==> config.mk <==
export PLATFORM = sky130hd
export DESIGN_NAME = usb3_scramble_lanes
export DESIGN_NICKNAME = d
export VERILOG_FILES = /design/src/rtl/usb3_scramble_lanes.sv
export SDC_FILE = /design/constraint.sdc
export NUM_CORES = 1
export LEC_CHECK = 0
export BUFFER_PORTS_ARGS = -buffer_cell sky130_fd_sc_hd__clkbuf_2
export CAP_MARGIN = 20
export CORE_MARGIN = 5
export CORE_UTILIZATION = 55
export CTS_CLUSTER_SIZE = 8
export DETAILED_ROUTE_END_ITERATION = 16
export PLACE_DENSITY = 0.8
export SYNTH_ARGS = -nofsm -noshare
export SYNTH_HDL_FRONTEND = slang
export SYNTH_HIERARCHICAL = 1
export SYNTH_SLANG_ARGS = --single-unit
==> constraint.sdc <==
create_clock -name clock -period 7.85 [get_ports clock]
set_input_delay 0.785 -clock clock [delete_from_list [all_inputs] [get_ports clock]]
set_output_delay 0.785 -clock clock [all_outputs]
set_load 0.1 [all_outputs]
==> src/rtl/usb3_scramble_lanes.sv <==
// USB 3.0 symbol scrambler (x^16+x^5+x^4+x^3+1, Galois form), BYTES symbols per beat.
// Self-inverse, so one instance serves either the transmit or the receive path.

module usb3_scramble_lane #(
    parameter logic [15:0] SEED = 16'hFFFF
) (
    input  logic [15:0] i_lfsr,
    input  logic [7:0]  i_data,
    input  logic        i_k,
    input  logic        i_scram_en,
    output logic [15:0] o_lfsr,
    output logic [7:0]  o_data
);
    // Returns {keystream byte, LFSR after eight bit steps}; bit 0 is the first keystream bit.
    function automatic logic [23:0] byte_step(input logic [15:0] s);
        logic [15:0] st;
        logic [7:0]  ks;
        st = s;
        ks = '0;
        for (int i = 0; i < 8; i++) begin
            ks[i] = st[15];
            st    = {st[14:0], 1'b0} ^ (st[15] ? 16'h0039 : 16'h0000);
        end
        return {ks, st};
    endfunction

    logic [23:0] w_step;
    logic        w_is_com;
    logic        w_is_skp;

    assign w_step   = byte_step(i_lfsr);
    assign w_is_com = i_k && (i_data == 8'hBC);
    assign w_is_skp = i_k && (i_data == 8'h3C);

    always_comb begin
        o_data = i_data;
        o_lfsr = w_step[15:0];
        if (w_is_com) begin
            o_lfsr = SEED;
        end else if (w_is_skp) begin
            o_lfsr = i_lfsr;
        end else if (!i_k && i_scram_en) begin
            o_data = i_data ^ w_step[23:16];
        end
    end
endmodule

module usb3_scramble_lanes #(
    parameter int          BYTES = 4,
    parameter logic [15:0] SEED  = 16'hFFFF
) (
    input  logic                 clock,
    input  logic                 reset,
    input  logic                 in_valid,
    input  logic [8*BYTES-1:0]   in_data,
    input  logic [BYTES-1:0]     in_k,
    input  logic                 scram_en,
    input  logic                 scram_rst,
    output logic                 out_valid,
    output logic [8*BYTES-1:0]   out_data,
    output logic [BYTES-1:0]     out_k,
    output logic [15:0]          lfsr_state
);
    logic [15:0]              r_lfsr;
    logic                     r_out_valid;
    logic [8*BYTES-1:0]       r_out_data;
    logic [BYTES-1:0]         r_out_k;
    logic [BYTES:0][15:0]     w_chain;
    logic [BYTES-1:0][7:0]    w_data;

    // scram_rst reseeds ahead of lane 0 even on idle cycles.
    assign w_chain[0] = scram_rst ? SEED : r_lfsr;

    for (genvar g = 0; g < BYTES; g++) begin : g_lane
        usb3_scramble_lane #(.SEED(SEED)) u_lane (
            .i_lfsr     (w_chain[g]),
            .i_data     (in_data[8*g +: 8]),
            .i_k        (in_k[g]),
            .i_scram_en (scram_en),
            .o_lfsr     (w_chain[g+1]),
            .o_data     (w_data[g])
        );
    end

    always_ff @(posedge clock or posedge reset) begin
        if (reset) begin
            r_lfsr      <= SEED;
            r_out_valid <= 1'b0;
            r_out_data  <= '0;
            r_out_k     <= '0;
        end else begin
            r_lfsr      <= in_valid ? w_chain[BYTES] : w_chain[0];
            r_out_valid <= in_valid;
            if (in_valid) begin
                r_out_data <= w_data;
                r_out_k    <= in_k;
            end
        end
    end

    assign out_valid  = r_out_valid;
    assign out_data   = r_out_data;
    assign out_k      = r_out_k;
    assign lfsr_state = r_lfsr;
endmodule
# After elaboration in Yosys (flattened, before gate mapping)
# Index checks and enable logic that the tools add are counted.
[word_totals]
register_bits = 53
out_inout_bits = 53
input_bits = 41
word_cells = 118
[op_classes]
n_bitwise = 36
eq_ne = 8
reduce_logical = 16
muxes = 54
[op_table]
columns = ["operator", "n"]
rows = [
  ["16-bit XOR", 32],
  ["6-bit 2-to-1 mux", 32],
  ["16-bit 2-to-1 mux", 10],
  ["8-bit 2-to-1 mux", 12],
  ["8-bit by 6-bit equality test with 1-bit output (second input constant)", 4],
  ["8-bit equality test (second input constant)", 4],
  ["8-bit XOR", 4],
  ["1-bit logical AND", 12],
  ["1-bit logical NOT", 4],
]

# Longest topological paths before layout
# Gate-level depths: netlist of the first run.
[logic_depth]
depth_word = 74
depth_mapped = 17
depth_no_buf = 13

# By module
# The synthesis of the first run kept the hierarchy.
[by_module_without_submodules]
columns = ["mod", "area_each_um2", "cells_each", "instances", "seq_area_each_um2"]
rows = [
  ["usb3_scramble_lane", 614.3, 87, 4, 0.0],
  ["usb3_scramble_lanes", 2082.0, 129, 1, 1346.3],
]

# Least setup slack after synthesis of the first run
# Ideal clock, no wire load.
[synth_path]
kind = "in2reg"
from = "in scram_rst"
to = "reg r_lfsr[10] (netlist: lfsr_state[10])"
setup_slack_ps = 3949
required_ps = 7768
path_stages = 13
arrival_ps = 3819
setup_time_ps = 82
n_path_buf = 2
path_cell_list = "buf_6 -> or2_4 -> buf_2 -> xor2_2 -> xnor2_1 -> mux2_2 -> or2_2 -> mux2_2 -> or2_2 -> mux2_2 -> or2_2 -> mux2_2 -> mux2_2"
[synth_rtl]
columns = ["element", "line_no", "source"]
rows = [
  ["start, declared", "58", "input logic scram_rst,"],
  ["end signal, assigned", "92", "r_lfsr <= in_valid ? w_chain[BYTES] : w_chain[0];"],
  ["end, declared", "64", "logic [15:0] r_lfsr;"],
]

==> flow_summary.ini, run 1 <==
[setup_path]
critPathSlowestCell = mux2i_1
critPathLaunchType = primary input
endpoint_kind = flip-flop
cp_common_cell = xnor2_1
reg2reg_depth = 13
path_buf_inv = 1
criticalPathCategory = primary input to flip-flop
crit_chain = clkbuf_2 > and4b_1 > nand4_4 > mux2i_1 > xor2_2 > xnor2_1 > mux2i_1 > xnor2_1 > xnor2_1 > mux2i_1 > xnor2_1 > xnor2_1 > mux2i_1 > mux2_2
cpLargestDelayFamily = multiplexers
crit_fanout = 16
slowest_delay_ns = 0.71
worstPathArrival_ns = 4.86
critPathRequiredTime_ns = 8.12
crit_cells = 14

[drt]
via_per_inst = 5.26
drc = 0
dr_total_vias = 3376
firstDrtPassIters = 4
drt_iter0_markers = 209
wire_per_inst_um = 16.8
antenna_left = 0
wl_mm = 10.8

[clocking]
clkSinkCount = 53
h-tree-depth = 2
clk_latency_ns = 0.32
tritoncts = done
root_buffer = clkbuf_8
cts_setup_buffers = 0
clk_pin_slew_ns = 0.12
cts_buffer_depth = 2
hold_buffers = 0
cts_resized = 0
cts_buffers = 5

[hold_path]
min-delay-path-class = flip-flop to flip-flop
holdPathStages = 1

[floorplan]
row_count = 33
die_width_um = 101
initial_core_util = 0.558
dieArea_sq_mm = 0.0102
fp.dieH_um = 101
design.core.area_sq_mm = 0.00813
ios = 94

[layout]
final_cell_mix = xnor2_1 (104), clkbuf_2 (93), nor2_1 (64), mux2i_1 (60), mux2_2 (56)
post-route-util = 0.618
final_common_cell = xnor2_1
drive_gt1_frac = 0.365
nFillCells = 701
synthToLayoutAreaGrowth_pct = 10.8
layout.nets = 577
n_antenna_cell = 0

[synthesis]
ys.flop_type = dfrtp_1
syn-cell-area_sq_mm = 0.00454
ys_ff_latch = 53
syn_area_per_cell_sq_um = 9.52
yosysWarnings = 6
syn_inst = 477
synth-async-reset-ratio = 1.00
ys_types = 20
synth_nets = 518
seq_area_frac_synth = 0.297
synth_edf_count = 0

[grt]
grt_pass1_vias = 3592
grt_max_degree = 54
grt_overflow = 0
grt_usage = 0.223
grt_pass1_wl_mm = 17.9
antenna_found_initial = 0

[place]
detailed_place_hpwl_mm = 8.31
io_buffer_count = 93
gp_congestion = 0.894

[timing]
worst_pin_slew_ns = 0.757
slew_viol_final = 0
rsz0062_at_grt = no
timing.fmax_mhz = 218
fin_crit_sh = 0.585
tns_ns = 0
setup_violations = 0
hold_slack_ns = 0.518
slew_headroom = 0.481
hold_viol_final = 0
fin_skew_ns = 0.0138
min_period_ns = 4.59

[status]
status = complete, no violations

[job]
cap_violations = 0
## cells in the mapped netlist (4+ instances only)
library cell  instances  area [sq um]
nor2b_1               4          25.0
dfrtp_1              37           926
mux2_2               56           631
xnor2_1             104           911
nand2_1              32           120
or2_1                 8          50.1
xor2_1                4          35.0
mux2i_1              60           601
nand4_4               4          85.1
and4b_1               4          40.0
dfstp_2              16           420
buf_6                 5          56.3
or2_2                10          62.6
inv_1                25          93.8
clkbuf_2              4          20.0
clkbuf_1             24          90.1
xor2_2                4          65.1
buf_2                10          50.1
nor2_1               64           240
## routing by layer
layer  global-route usage  up-vias  routed length [um]
li1                     -     1621                   -
met3               0.0256       19                 444
met1                0.295     1650                4590
met4               0.0808        0                 291
met5                    0        -                   0
met2                0.377       86                5430
## kinds of logic after synthesis
family | Yosys count | share of synthesized area
and+or+nand+nor | 128 | 0.141
muxes | 116 | 0.271
DFF | 53 | 0.297
buffers and inverters | 68 | 0.0684
xor gates and xnor gates | 112 | 0.223
## metrics by stage
step                      instances  area (sq um)  setup slack [ns]
after floorplan                 477          4540              3.95
final                           642          5030              3.26
after global placement          634          4930              3.02
after global routing            642          5030              3.04
after CTS                       642          5030              3.33
after detailed placement        634          4930              2.98
## final timing paths
| check | startpoint | endpoint | slack [ns] |
|---|---|---|---|
| max in group asynchronous | reset | out_data[14]$_DFFE_PP0P_ | 6.76 |
| min in group asynchronous | reset | out_data[30]$_DFFE_PP0P_ | 0.62 |
| worst min-delay path | out_data[30]$_DFFE_PP0P_ | out_data[30]$_DFFE_PP0P_ | 0.52 |
| worst min register to register | out_data[30]$_DFFE_PP0P_ | out_data[30]$_DFFE_PP0P_ | 0.52 |
| worst max-delay path | in_data[6] | lfsr_state[5]$_DFF_PP1_ | 3.26 |
| worst max register to register | lfsr_state[15]$_DFF_PP1_ | lfsr_state[5]$_DFF_PP1_ | 3.80 |
## cell type report
| cell class | instances | area (sq um) | area share |
|---|---|---|---|
| sequential | 53 | 1350 | 0.268 |
| inverter | 25 | 93.8 | 0.0187 |
| timing repair buffer | 95 | 480 | 0.0955 |
| clock buffer | 5 | 68.8 | 0.0137 |
| clock inverter | 3 | 26.3 | 0.00522 |
| tap | 105 | 131 | 0.0261 |
| multi-input combinational | 356 | 2880 | 0.573 |
## sequential cells by signal (all words and copies together) (netlist names)
| name | cells |
|---|---|
| lfsr_state | 16 |
| out_data | 32 |
| out_k | 4 |
| out_valid | 1 |
Power of run 1 is not shown: default switching activity piles up to over one toggle a cycle in this logic, so the estimate is an artifact.
==> inputs of run 2 (changes only) <==
Settings changed: ABC_AREA from default to 1, CORE_UTILIZATION 55 to 53, PLACE_DENSITY 0.8 to 0.79.
Clock period 7.85 ns to 4.15 ns, I/O delays scaled along.
==> flow_summary.ini, run 2 <==
[layout]
drive_gt1_frac = 0.189
final_area_sq_mm = 0.00625
n_antenna_cell = 0
synthToLayoutAreaGrowth_pct = 8.14
final_common_cell = nand2_1
nFillCells = 1109
layout.nets = 1042
largest_reg_flops = 32
final_cell_mix = nand2_1 (480), clkbuf_2 (93), nand3_1 (92), inv_1 (64), nand4_1 (40)

[drt]
antenna_left = 0
drt_iter0_markers = 723
wl_mm = 17.4
drc = 0
dr_total_vias = 6224
wire_per_inst_um = 15.2
firstDrtPassIters = 5
via_per_inst = 5.45

[synthesis]
post-synth-top-count-cell = nand2_1
seq_area_frac_synth = 0.233
synth_edf_count = 0
syn_inst = 941
syn-cell-area_sq_mm = 0.00578
synth_area_leader_cell = nand2_1
ys_ff_latch = 53
synth_commonest_cells = nand2_1 (480), nand3_1 (92), inv_1 (65)
synth.top_cell.area_share = 0.312
yosys-top-cells-area = nand2_1 (31%), dfrtp_1 (16%), nand3_1 (8.0%), dfstp_2 (7.3%), nand4_1 (4.3%)
ys.flop_type = dfrtp_1
ys_types = 27
synth-async-reset-ratio = 1.00
synth_nets = 982
syn_area_per_cell_sq_um = 6.14
yosysWarnings = 6

[timing]
fin_skew_ns = 0.00717
hold_viol_final = 0
slew_viol_final = 0
timing.fmax_mhz = 278
min_period_ns = 3.60
rsz0062_at_grt = no
worst_slack_ns = 0.548
slew_headroom = 0.446
worst_pin_slew_ns = 0.831
tns_ns = 0
setup_violations = 0
fin_crit_sh = 0.868

[setup_path]
worstPathArrival_ns = 3.87
endpoint_kind = flip-flop
critPathLaunchType = flip-flop
critPathRequiredTime_ns = 4.41
crit_fanout = 9
criticalPathCategory = flip-flop to flip-flop

[place]
detailed_place_hpwl_mm = 13.4
io_buffer_count = 93
gp_congestion = 1.02
dp_slack_ns = 0.366
placed_cell_area_sq_mm = 0.00615

[grt]
grt_pass1_vias = 5420
grt_overflow = 0
grt_usage = 0.263
antenna_found_initial = 0
grt_max_degree = 54
grt_pass1_wl_mm = 28.1

[floorplan]
design.core.area_sq_mm = 0.0107
ios = 94
dieArea_sq_mm = 0.0131
die_width_um = 114
row_count = 38
initial_core_util = 0.538
fp.dieH_um = 114

[job]
cap_violations = 0

[clocking]
cts_buffers = 5
h-tree-depth = 2
root_buffer = clkbuf_8
clk_pin_slew_ns = 0.11
clkSinkCount = 53
clk_latency_ns = 0.32
tritoncts = done
cts_resized = 0
cts_setup_buffers = 0
hold_buffers = 0
cts_buffer_depth = 2

[hold_path]
min-delay-path-class = primary input to asynchronous set/reset pin

[status]
status = complete, no violations
run 2: layer usage:
layer	vias to the layer above	wire length (um)	track usage
met5	-	0	0
met4	0	387	0.0800
met3	34	1570	0.0338
met2	319	7780	0.407
met1	2764	7630	0.381
li1	3107	-	-
run 2: area by class of cell:
cell class | instances | area [sq um] | area share
clock buffers | 5 | 68.8 | 0.0110
clock inverters | 3 | 25.0 | 0.00401
multi-input cells | 748 | 3720 | 0.595
inverters | 82 | 315 | 0.0505
repair buffers | 111 | 601 | 0.0961
flip-flops and latches | 53 | 1350 | 0.216
well taps | 140 | 175 | 0.0280
run 2: cell families (layout without fill, tap and decap cells):
family,count (synthesis),after routing,share of synthesized area
and+or+nand+nor,668,668,0.523
AOI/OAI and AO/OA,40,40,0.0593
xor gates and xnor gates,40,40,0.0606
buffers and inverters,140,201,0.124
DFF,53,53,0.233
run 2: metrics by stage:
step,utilization,hold slack [ns],instances
finish,0.581,0.248,1142
global route,0.581,0.318,1142
floorplan,-,0.446,941
CTS,0.581,0.269,1142
detailed placement,0.573,0.458,1134
global placement,0.573,0.453,1134
run 2: final timing paths:
path / startpoint / end / slack, ns / depth (start not counted)
worst max register to register: lfsr_state[9]$_DFF_PP1_ / lfsr_state[4]$_DFF_PP1_ / 0.55 / 26
max in group asynchronous: reset / out_data[23]$_DFFE_PP0P_ / 3.46 / 3
worst max-delay path: lfsr_state[9]$_DFF_PP1_ / lfsr_state[4]$_DFF_PP1_ / 0.55 / 26
worst min register to register: out_data[18]$_DFFE_PP0P_ / out_data[18]$_DFFE_PP0P_ / 0.48 / 2
worst min-delay path: reset / out_valid$_DFF_PP0_ / 0.25 / 3
min in group clock: in_data[13] / out_data[13]$_DFFE_PP0P_ / 0.39 / 4
run 2: critical path, stage by stage, from the launching register on:
cell and delay, ns:
dfstp_2 0.58, or2_1 0.33, inv_1 0.17, nand2_1 0.11
nand2_1 0.05, nand2_1 0.05, nand2_1 0.06, nand2_1 0.07
nand3_1 0.13, xor2_1 0.19, nand2_1 0.09, nand3_1 0.28
nor2_1 0.23, inv_1 0.05, nand2_1 0.05, nand2_1 0.05
nand3_1 0.07, nand2_1 0.21, inv_1 0.20, nand2_1 0.10
nand2_1 0.07, nand2_1 0.04, nand2_1 0.06, nand2_1 0.05
nand3_1 0.08, nand2_1 0.08, nand2_1 0.11
Power of run 2 is left out for the same reason.
